===== config.mk =====
export PLATFORM = sky130hd
export DESIGN_NAME = data_mem_port
export DESIGN_NICKNAME = d
export VERILOG_FILES = /design/src/rtl/data_mem_port_pkg.sv /design/src/rtl/data_mem_port_byte_lane_merge.sv /design/src/rtl/data_mem_port.sv
export SDC_FILE = /design/constraint.sdc
export NUM_CORES = 1
export LEC_CHECK = 0
export ABC_AREA = 1
export BUFFER_PORTS_ARGS = -buffer_cell sky130_fd_sc_hd__buf_2
export CAP_MARGIN = 5
export CORE_MARGIN = 5
export CORE_UTILIZATION = 30
export DETAILED_ROUTE_END_ITERATION = 8
export HOLD_SLACK_MARGIN = 0.06
export PLACE_DENSITY = 0.5
export SKIP_CTS_REPAIR_TIMING = 1
export SYNTH_ARGS = -nofsm -noshare
export SYNTH_HDL_FRONTEND = slang
export SYNTH_SLANG_ARGS = --single-unit

===== constraint.sdc =====
create_clock -name clk -period 3.9 [get_ports clk]
set_input_delay 1.17 -clock clk [delete_from_list [all_inputs] [get_ports clk]]
set_output_delay 1.17 -clock clk [all_outputs]
set_load 0.01 [all_outputs]

===== src/rtl/data_mem_port_pkg.sv =====
// Shared types and constants for the data memory load/store port.
// Holds the funct3 width encodings, the FSM state enum and the fault rule.
package data_mem_port_pkg;

    localparam int XLEN   = 32;
    localparam int LANE_W = 8;
    localparam int LANE_N = XLEN / LANE_W;

    typedef enum logic [2:0] {
        MW_B  = 3'b000,
        MW_H  = 3'b001,
        MW_W  = 3'b010,
        MW_BU = 3'b100,
        MW_HU = 3'b101
    } mem_width_t;

    typedef enum logic [2:0] {
        ST_IDLE  = 3'd0,
        ST_READ  = 3'd1,
        ST_WAIT  = 3'd2,
        ST_WRITE = 3'd3,
        ST_RESP  = 3'd4
    } dmp_state_t;

    // Unsigned widths exist only for loads; halves need even, words need 4-byte alignment.
    function automatic logic access_fault(input logic       write,
                                          input logic [2:0] funct3,
                                          input logic [1:0] addr_lo);
        logic f;
        f = 1'b0;
        case (funct3)
            MW_B:    f = 1'b0;
            MW_BU:   f = write;
            MW_H:    f = addr_lo[0];
            MW_HU:   f = write | addr_lo[0];
            MW_W:    f = (addr_lo != 2'b00);
            default: f = 1'b1;
        endcase
        return f;
    endfunction

endpackage


===== src/rtl/data_mem_port_byte_lane_merge.sv =====
// Combinational lane logic: merges store data into a word and extracts/extends loads.
// Alignment is assumed already checked by the caller.
module byte_lane_merge
    import data_mem_port_pkg::*;
(
    input  logic [2:0]      funct3,
    input  logic [1:0]      addr_lo,
    input  logic [XLEN-1:0] old_word,
    input  logic [XLEN-1:0] store_data,
    output logic [XLEN-1:0] merged_word,
    output logic [XLEN-1:0] load_data
);

    logic [XLEN-1:0] shifted;

    always_comb begin
        merged_word = old_word;
        case (funct3[1:0])
            2'b00:   merged_word[{addr_lo, 3'b000} +: LANE_W]     = store_data[LANE_W-1:0];
            2'b01:   merged_word[{addr_lo[1], 4'b0000} +: 2*LANE_W] = store_data[2*LANE_W-1:0];
            default: merged_word = store_data;
        endcase
    end

    // Aligned halves have addr_lo[0]=0, so one byte-granular shift serves both widths.
    always_comb begin
        shifted   = old_word >> {addr_lo, 3'b000};
        load_data = shifted;
        case (funct3)
            MW_B:    load_data = {{(XLEN-LANE_W){shifted[LANE_W-1]}}, shifted[LANE_W-1:0]};
            MW_BU:   load_data = {{(XLEN-LANE_W){1'b0}}, shifted[LANE_W-1:0]};
            MW_H:    load_data = {{(XLEN-2*LANE_W){shifted[2*LANE_W-1]}}, shifted[2*LANE_W-1:0]};
            MW_HU:   load_data = {{(XLEN-2*LANE_W){1'b0}}, shifted[2*LANE_W-1:0]};
            default: load_data = old_word;
        endcase
    end

endmodule


===== src/rtl/data_mem_port.sv =====
// Load/store access unit between the multicycle core and word-organised memory.
// One access at a time: read-modify-write for sb/sh, direct write for sw, extract for loads.
module data_mem_port
    import data_mem_port_pkg::*;
#(
    parameter int ADDR_W = 32
) (
    input  logic              clk,
    input  logic              reset,
    // Request and response both transfer on a cycle where valid and ready are high together;
    // valid, once raised by the producer, holds its payload stable until that cycle.
    input  logic              req_valid,
    output logic              req_ready,
    input  logic              req_write,
    input  logic [2:0]        req_funct3,
    input  logic [ADDR_W-1:0] req_addr,
    input  logic [XLEN-1:0]   req_wdata,
    output logic              rsp_valid,
    input  logic              rsp_ready,
    output logic [XLEN-1:0]   rsp_rdata,
    output logic              rsp_fault,
    output logic [ADDR_W-1:0] mem_addr,
    output logic              mem_we,
    output logic [XLEN-1:0]   mem_wdata,
    input  logic [XLEN-1:0]   mem_rdata,
    output dmp_state_t        dbg_state
);

    dmp_state_t        state_q, state_d;
    logic              write_q;
    logic [2:0]        funct3_q;
    logic [ADDR_W-1:0] addr_q;
    logic [XLEN-1:0]   wdata_q;
    logic [XLEN-1:0]   rdata_q;
    logic              fault_q;
    logic              req_fire;
    logic              req_fault;
    logic [XLEN-1:0]   merged_word;
    logic [XLEN-1:0]   load_data;

    assign req_fire  = req_valid && (state_q == ST_IDLE);
    assign req_fault = access_fault(req_write, req_funct3, req_addr[1:0]);

    always_ff @(posedge clk or posedge reset) begin
        if (reset) begin
            state_q <= ST_IDLE;
        end else begin
            state_q <= state_d;
        end
    end

    always_comb begin
        state_d = state_q;
        case (state_q)
            ST_IDLE: begin
                if (req_valid) begin
                    if (req_fault)                          state_d = ST_RESP;
                    else if (req_write && req_funct3 == MW_W) state_d = ST_WRITE;
                    else                                    state_d = ST_READ;
                end
            end
            ST_READ:  state_d = ST_WAIT;
            ST_WAIT:  state_d = write_q ? ST_WRITE : ST_RESP;
            ST_WRITE: state_d = ST_RESP;
            ST_RESP:  if (rsp_ready) state_d = ST_IDLE;
            default:  state_d = ST_IDLE;
        endcase
    end

    always_ff @(posedge clk or posedge reset) begin
        if (reset) begin
            write_q  <= 1'b0;
            funct3_q <= 3'b000;
            addr_q   <= '0;
            wdata_q  <= '0;
            rdata_q  <= '0;
            fault_q  <= 1'b0;
        end else begin
            if (req_fire) begin
                write_q  <= req_write;
                funct3_q <= req_funct3;
                addr_q   <= req_addr;
                wdata_q  <= req_wdata;
                fault_q  <= req_fault;
            end
            if (state_q == ST_WAIT) begin
                rdata_q <= mem_rdata;
            end
        end
    end

    byte_lane_merge u_lane (
        .funct3      (funct3_q),
        .addr_lo     (addr_q[1:0]),
        .old_word    (rdata_q),
        .store_data  (wdata_q),
        .merged_word (merged_word),
        .load_data   (load_data)
    );

    // mem_we is decoded from state so an asynchronous reset removes it immediately.
    assign req_ready = (state_q == ST_IDLE);
    assign rsp_valid = (state_q == ST_RESP);
    assign rsp_fault = rsp_valid && fault_q;
    assign rsp_rdata = (rsp_valid && !write_q && !fault_q) ? load_data : '0;
    assign mem_addr  = {addr_q[ADDR_W-1:2], 2'b00};
    assign mem_we    = (state_q == ST_WRITE);
    assign mem_wdata = merged_word;
    assign dbg_state = state_q;

endmodule


==> reports/metrics.yaml, run 1 <==
synthesis:
  yosys.area.top_type: "dfrtp_1"
  ys_seq_area_frac: 0.413
  synthDistinctLibCells: 32
  ys_seq_elements: 104
  ys_top_cells_by_area: "dfrtp_1, nand2_1, o21ai_0"
  synth_top_area_share: 0.413
  synthCells: 857
  netlist_area_sq_um: 6300
  avgSynthCellArea_sq_um: 7.35
  synth-warning-count: 0
global_route:
  met3_usage: 0.0592
  grt_use_met2: 0.284
  top_usage_layer: "met2"
  antenna_found_initial: 8
  grt_pass1_wl_um: 35900
  grtUsageMet1: 0.268
  track_usage: 0.190
  grt_max_degree: 105
  overflow: 0
  grt_pass1_vias: 6276
placed_design:
  io_buffers: 204
  finalWeightedCongestion: 0.887
  dpl.cell_count: 1262
  placed_area_sq_um: 7260
  pre_cts_ws_ns: 0.847
  dp_hpwl_um: 16800
clock_network:
  ctsHtreeMaxLevel: 3
  clock_sinks: 104
  cts_tree: "done"
  clk_latency_ns: 0.36
  cts_buffers: 9
  path_clk_slew_ns: 0.08
  root_buffer: "clkbuf_16"
  clockBufferDepth: 2
worst_hold_path:
  hold_class: "reg2reg"
cells_and_area:
  stdcell_count: 1279
  area_growth_pct: 19.7
  finalNetCount: 1107
  fillCellCount: 2283
  final_cell_area_sq_um: 7540
  regArea_sq_um: 2600
  drive_gt1_frac: 0.262
  multiInputGateArea_sq_um: 2970
timing:
  finalSetupViolations: 0
  clock.fmax_ghz: 0.289
  drv_slew: 0
  period_needed_ns: 3.46
  setup_tns_ns: 0
  fin_skew_ns: 0.00871
  final.setup.worst_slack_ns: 0.439
  rsz0062_at_grt: "false"
  relSlewSlack: 0.391
  hold_ws_ns: 0.468
  final_hold_viol_count: 0
  tightestPinTransition_ns: 0.911
  fin_crit_sh: 0.887
worst_setup_path:
  cp_cell_sequence: "inv_2 > buf_4 > ha_1 > o21ai_0 > o21ai_0 > buf_2"
  critPathRequiredTime_ns: 2.73
  worst_path_most_repeated_cell: "o21ai_0"
  start_kind: "register"
  arrival_ns: 2.29
  path_max_fanout: 32
  critPathSlowestCell: "ha_1"
  crit_family: "buffers and inverters"
  end_kind: "primary output"
  cp_num_buf_inv: 3
  worstSetupPathType: "reg2out"
  critPathMaxStageDelay_ns: 0.48
run_status:
  status: "finished, final reports clean"
run:
  max-cap-violations: 0
floorplanning:
  start_util: 0.302
  fp.dieArea_sq_um: 24000
  fp-row-count: 53
  core_sq_um: 20800
  die_y_um: 155
  dieWidth_um: 155
  ioPinCount: 207
routing:
  wl_per_cell_um: 18.0
  drt_iter0_markers: 417
  antenna_left: 0
  wl_um: 23100
  drc_errors: 0
  via_per_inst: 4.86
  drt_pass1_iterations: 5
  via_count: 6217
power:
  swShare: 0.521
  pwr_density_cell_nw_per_um2: 924
  p_int_w: 0.00334
  power_frac_clock: 0.128
  switching_power_w: 0.00363
  power_frac_seq: 0.318
  peakVddDrop_mv: 0.314
  p_leak_nw: 3.93
  pwr-share-comb: 0.553
stage by stage:
stage               total power [W]  utilization
global placement            0.00611        0.349
floorplan                   0.00475            -
CTS                         0.00707        0.362
global route                0.00761        0.362
detailed placement          0.00614        0.349
finish                      0.00697        0.362
sequential cells by signal, indices dropped and copies added, names as in the netlist:
name	count
dbg_state	3
write_q	1
funct3_q	3
fault_q	1
rdata_q	32
addr_q	32
wdata_q	32
worst register-to-register path: stages, from the launching register on:
cell and delay (ns):
dfrtp_1 0.42, nor2_1 0.15, nand2_1 0.11, inv_2 0.16
buf_4 0.51, nand2_2 0.45, buf_4 0.39, nand2_1 0.10
nand2_1 0.05
layout by cell type (no fill, tap or decap), drive strengths merged, types with 4 or more instances in the layout:
cell type	netlist	layout
buf	59	217
nand2	210	210
dfrtp	104	104
o21ai	101	101
nand3	99	99
nor2	77	77
a21oi	68	68
inv	55	57
o211ai	14	14
nand4	10	10
a22oi	10	10
clkbuf	29	10
o31ai	7	7
ha	5	5
nor3	4	4
final timing paths:
check                                          from                 endpoint  slack (ns)  depth (start not counted)
setup reg to reg           dbg_state[0]$_DFFE_PP0P_    addr_q[6]$_DFFE_PP0P_        1.46                          8
hold / removal               addr_q[30]$_DFFE_PP0P_   addr_q[30]$_DFFE_PP0P_        0.47                          2
max in group asynchronous                     reset  rdata_q[17]$_DFFE_PP0N_        2.46                          3
min in group asynchronous                     reset    addr_q[7]$_DFFE_PP0P_        0.97                          3
setup / recovery              addr_q[1]$_DFFE_PP0P_            mem_wdata[14]        0.44                          6
hold reg to reg              addr_q[30]$_DFFE_PP0P_   addr_q[30]$_DFFE_PP0P_        0.47                          2
synthesized netlist by cell type:
library cell / count
nand2_1: 205
dfrtp_1: 104
o21ai_0: 100
nand3_1: 98
a21oi_1: 67
nor2_1: 65
inv_1: 50
buf_4: 33
clkbuf_1: 29
buf_2: 18
o211ai_1: 14
nor2_4: 11
a22oi_1: 10
nand4_1: 10
o31ai_1: 7
ha_1: 5
inv_2: 5
buf_6: 4
nand2_2: 4
buf_1: 3
nor3_1: 3
mux2_2: 2
a21oi_2: 1
buf_12: 1
conb_1: 1
nand2_4: 1
nand3_2: 1
nor2_2: 1
nor3_4: 1
o21ai_2: 1
o21bai_2: 1
o22ai_1: 1
layout make-up:
| class | count | area share |
|---|---|---|
| inverter | 55 | 0.0279 |
| sequential | 104 | 0.345 |
| tap | 275 | 0.0456 |
| antenna | 1 | 0.000332 |
| multi-input combinational | 611 | 0.394 |
| timing repair buffer | 217 | 0.150 |
| clock buffer | 10 | 0.0304 |
| clock inverter | 6 | 0.00664 |
metal layers:
metal  up-vias  wire length, um
li1       3090                -
met1      2851            10600
met3        40             1830
met5         -              104
met4        16              426
met2       220            10100
kinds of logic (layout without fill, tap and decap cells):
logic type | count (synthesis) | after routing | synth area share
muxes | 2 | 2 | 0.00358
AOI/OAI and AO/OA | 202 | 202 | 0.175
buffers and inverters | 143 | 288 | 0.116
DFF | 104 | 104 | 0.413
and+or+nand+nor | 400 | 400 | 0.282
other | 1 | 3 | 0.000595
adders and majority gates | 5 | 5 | 0.00993
power groups by stage:
| stage | registers, W | clock network, W | logic, W |
|---|---|---|---|
| floorplan | 0.00193 | 0 | 0.00281 |
| global placement | 0.00223 | 0 | 0.00388 |
| detailed placement | 0.00222 | 0 | 0.00392 |
| CTS | 0.00221 | 0.000937 | 0.00393 |
| global route | 0.00228 | 0.000973 | 0.00437 |
| finish | 0.00222 | 0.000896 | 0.00386 |
No activity file was read; power rests on OpenSTA's default activity.
==> inputs of run 2 (changes only) <==
--- a/config.mk
+++ b/config.mk
@@ -8,12 +8,13 @@
 export ABC_AREA = 1
 export BUFFER_PORTS_ARGS = -buffer_cell sky130_fd_sc_hd__buf_2
 export CAP_MARGIN = 5
-export CORE_MARGIN = 5
 export CORE_UTILIZATION = 30
 export DETAILED_ROUTE_END_ITERATION = 8
 export HOLD_SLACK_MARGIN = 0.06
-export PLACE_DENSITY = 0.5
+export PLACE_DENSITY = 0.49
 export SKIP_CTS_REPAIR_TIMING = 1
+export SLEW_MARGIN = 10
 export SYNTH_ARGS = -nofsm -noshare
 export SYNTH_HDL_FRONTEND = slang
+export SYNTH_HIERARCHICAL = 1
 export SYNTH_SLANG_ARGS = --single-unit
==> run 2 against run 1 <==
Critical path depth is 3 higher; largest power group unchanged; sequential share of layout area down 2.3 points; core utilization grew 0.35 points.
==> reports/metrics.yaml, run 2 <==
run_status:
  status: "finished, final reports clean"
worst_setup_path:
  critPathRequiredTime_ns: 2.73  # about the same
  worstRegToRegCells: 7  # -1
  start_kind: "register"
  r2r-end: "wdata_q[16]$_DFFE_PP0P_"
  cp_num_buf_inv: 4  # +1
  crit_family: "simple AND/OR/NAND/NOR gates"
  rrSetupSlack_ns: 1.69  # +0.23 ns
  critPathMaxStageDelay_ns: 0.55  # +0.07 ns
  path_max_fanout: 24  # -25%
  worstSetupPathType: "reg2out"
  cp_num_cells: 9  # +3
  crit_start: "addr_q[0]$_DFFE_PP0P_"
  r2r_start: "dbg_state[1]$_DFFE_PP0P_"
  critPathSlowestCell: "dfrtp_1"
  endpoint: "rsp_rdata[15]"
  arrival_ns: 2.49  # +0.20 ns
  end_kind: "primary output"
  cp_cell_sequence: "buf_4 > buf_4 > nand2_1 > nand3_1 > nand3_2 > nand3_1 > inv_1 > nor2_1 > buf_2"
synthesis:
  netlist_top_cells_count: "nand2_1, nand3_1, dfrtp_1"
  ys_seq_area_frac: 0.381  # -0.0325
  synth_edf_count: 0  # unchanged
  synth_top_area_share: 0.381  # -0.0325
  async_flop_share: 1.00  # unchanged
  ys_seq_elements: 104  # unchanged
  synthDistinctLibCells: 29  # -9.4%
  avgSynthCellArea_sq_um: 6.55  # -11%
  netlist_area_sq_um: 6840  # +8.5%
  ys_top_cells_by_area: "dfrtp_1, nand2_1, nand3_1"
  synth-warning-count: 6  # +6
  yosys.cell_count.top_type: "nand2_1"
  ys.flop_type: "dfrtp_1"
  yosys.area.top_type: "dfrtp_1"
  synthCells: 1044  # +22%
placed_design:
  placed_area_sq_um: 7730  # +6.4%
  io_buffers: 204  # unchanged
  finalWeightedCongestion: 0.898  # +1.3%
  dp_hpwl_um: 17500  # +3.8%
timing:
  finalSetupViolations: 0  # unchanged
  fin_skew_ns: 0.0120  # +0.00328 ns
  fin_crit_sh: 0.938  # +0.0503
  final_hold_viol_count: 0  # unchanged
  drv_slew: 0  # unchanged
  rsz0062_at_grt: "false"
  clock.fmax_ghz: 0.273  # -5.4%
  period_needed_ns: 3.66  # +0.196 ns
  setup_tns_ns: 0  # unchanged
  tightestPinTransition_ns: 0.755  # -0.155 ns
  relSlewSlack: 0.496  # +0.106
floorplanning:
  start_util: 0.309  # +0.00695
  dieWidth_um: 153  # -1.2%
  fp.dieArea_sq_um: 23400  # -2.5%
  die_y_um: 153  # -1.2%
  fp-row-count: 54  # +1.9%
  ioPinCount: 207  # unchanged
  core_sq_um: 22100  # +6.1%
global_route:
  antenna_found_initial: 2  # -6
  grt_pass1_vias: 6629  # +5.6%
  track_usage: 0.204  # +0.0137
  overflow: 0  # unchanged
  grt_pass1_wl_um: 37000  # +2.9%
  grt_max_degree: 73  # -30%
cells_and_area:
  final_cell_area_sq_um: 8080  # +7.1%
  finalNetCount: 1297  # +17%
  area_growth_pct: 18.2
  mostFrequentLayoutCells: "nand2_1, buf_2, nand3_1, dfrtp_1, inv_1"
  drive_gt1_frac: 0.223  # -0.0392
  final_common_cell: "nand2_1"
  largestRegisters: "addr_q (32), rdata_q (32), wdata_q (32)"
routing:
  wl_um: 23700  # +2.6%
  drt_iter0_markers: 509  # +22%
  via_per_inst: 4.67  # -3.9%
  via_count: 6887  # +11%
  drc_errors: 0  # unchanged
  antenna_left: 0  # unchanged
  drt_pass1_iterations: 5  # unchanged
  wl_per_cell_um: 16.1  # -11%
clock_network:
  path_clk_slew_ns: 0.09  # about the same
  cts_tree: "done"
  root_buffer: "clkbuf_16"
  clk_latency_ns: 0.37  # about the same
  cts_buffers: 9  # unchanged
  clockBufferDepth: 2  # unchanged
  ctsHtreeMaxLevel: 3  # unchanged
  clock_sinks: 104  # unchanged
power:
  peakVddDrop_mv: 0.358  # +14%
  p_leak_nw: 4.72  # +20%
  pwr_density_cell_nw_per_um2: 943  # +2.0%
run:
  max-cap-violations: 0  # unchanged
worst_hold_path:
  hold_class: "reg2reg"
run 2: changes by cell type in the layout (fill, tap and decap cells not counted), sizes merged, moves of 13 or more:
cell    before  now
nand2      210  466
a21oi       68    3
o21ai      101   46
inv         57   99
nand3       99  117
nor2        77   92
o22ai        1   16
o211ai      14    1
run 2: worst reg2reg max path, cell delays in order, from the launching register on:
cell and delay, ns:
dfrtp_1 0.45, nor2_4 0.14, nand2_2 0.09, inv_4 0.06
buf_4 0.57, nand2_8 0.52, nand2_1 0.20, nand2_1 0.07
run 2: kinds of logic (layout without fill, tap and decap cells):
logic type	count (synthesis)	in the layout	synth area share
adders and majority gates	5	5	0.00915
AOI/OAI and AO/OA	66	66	0.0555
buffers and inverters	183	331	0.141
and+or+nand+nor	685	685	0.413
other	1	3	0.000549
DFF	104	104	0.381
run 2: stage by stage:
| step | total power [W] | cells | hold slack (ns) | utilization | setup slack [ns] |
|---|---|---|---|---|---|
| global placement | 0.00656 | 1457 | 0.450 | 0.350 | 0.717 |
| global route | 0.00834 | 1473 | 0.501 | 0.366 | 0.0329 |
| CTS | 0.00769 | 1473 | 0.478 | 0.366 | 0.255 |
| finish | 0.00761 | 1474 | 0.471 | 0.366 | 0.242 |
| detailed placement | 0.00659 | 1457 | 0.455 | 0.350 | 0.668 |
| floorplan | 0.00520 | 1045 | 0.442 | - | 0.922 |
run 2: layout make-up:
| class | instances | area [sq um] |
|---|---|---|
| inverter | 98 | 374 |
| clock buffer | 9 | 225 |
| tap | 280 | 350 |
| multi-input combinational | 758 | 3270 |
| timing repair buffer | 217 | 1130 |
| antenna | 1 | 2.50 |
| sequential | 104 | 2600 |
| fill | 2483 | 14000 |
| clock inverter | 7 | 123 |
run 2: how the worst min path moves through the flow:
stage                       startpoint                 endpoint  slack, ns  cells past startpoint
2_1_floorplan  wdata_q[10]$_DFFE_PP0P_  wdata_q[10]$_DFFE_PP0P_       0.44                      2
3_3_place_gp    addr_q[25]$_DFFE_PP0P_   addr_q[25]$_DFFE_PP0P_       0.45                      2
3_5_place_dp    addr_q[17]$_DFFE_PP0P_   addr_q[17]$_DFFE_PP0P_       0.45                      2
4_1_cts         addr_q[17]$_DFFE_PP0P_   addr_q[17]$_DFFE_PP0P_       0.48                      2
5_1_grt         addr_q[11]$_DFFE_PP0P_   addr_q[11]$_DFFE_PP0P_       0.50                      2
6_report        addr_q[17]$_DFFE_PP0P_   addr_q[17]$_DFFE_PP0P_       0.47                      2
run 2: power breakdown:
| group | total [W] | internal, W | switching [W] | leakage [nW] |
|---|---|---|---|---|
| clock | 0.00106 | 0.000584 | 0.000476 | 0.165 |
| sequential | 0.00230 | 0.00160 | 0.000705 | 1.26 |
| combinational | 0.00425 | 0.00147 | 0.00278 | 3.30 |
| total | 0.00761 | 0.00365 | 0.00396 | 4.72 |
run 2: routing by layer:
metal	up-vias	routed length [um]	track usage
met5	-	10	0
met4	2	271	0.0462
met3	18	1610	0.0519
met2	203	11000	0.334
met1	3186	10800	0.270
li1	3478	-	-
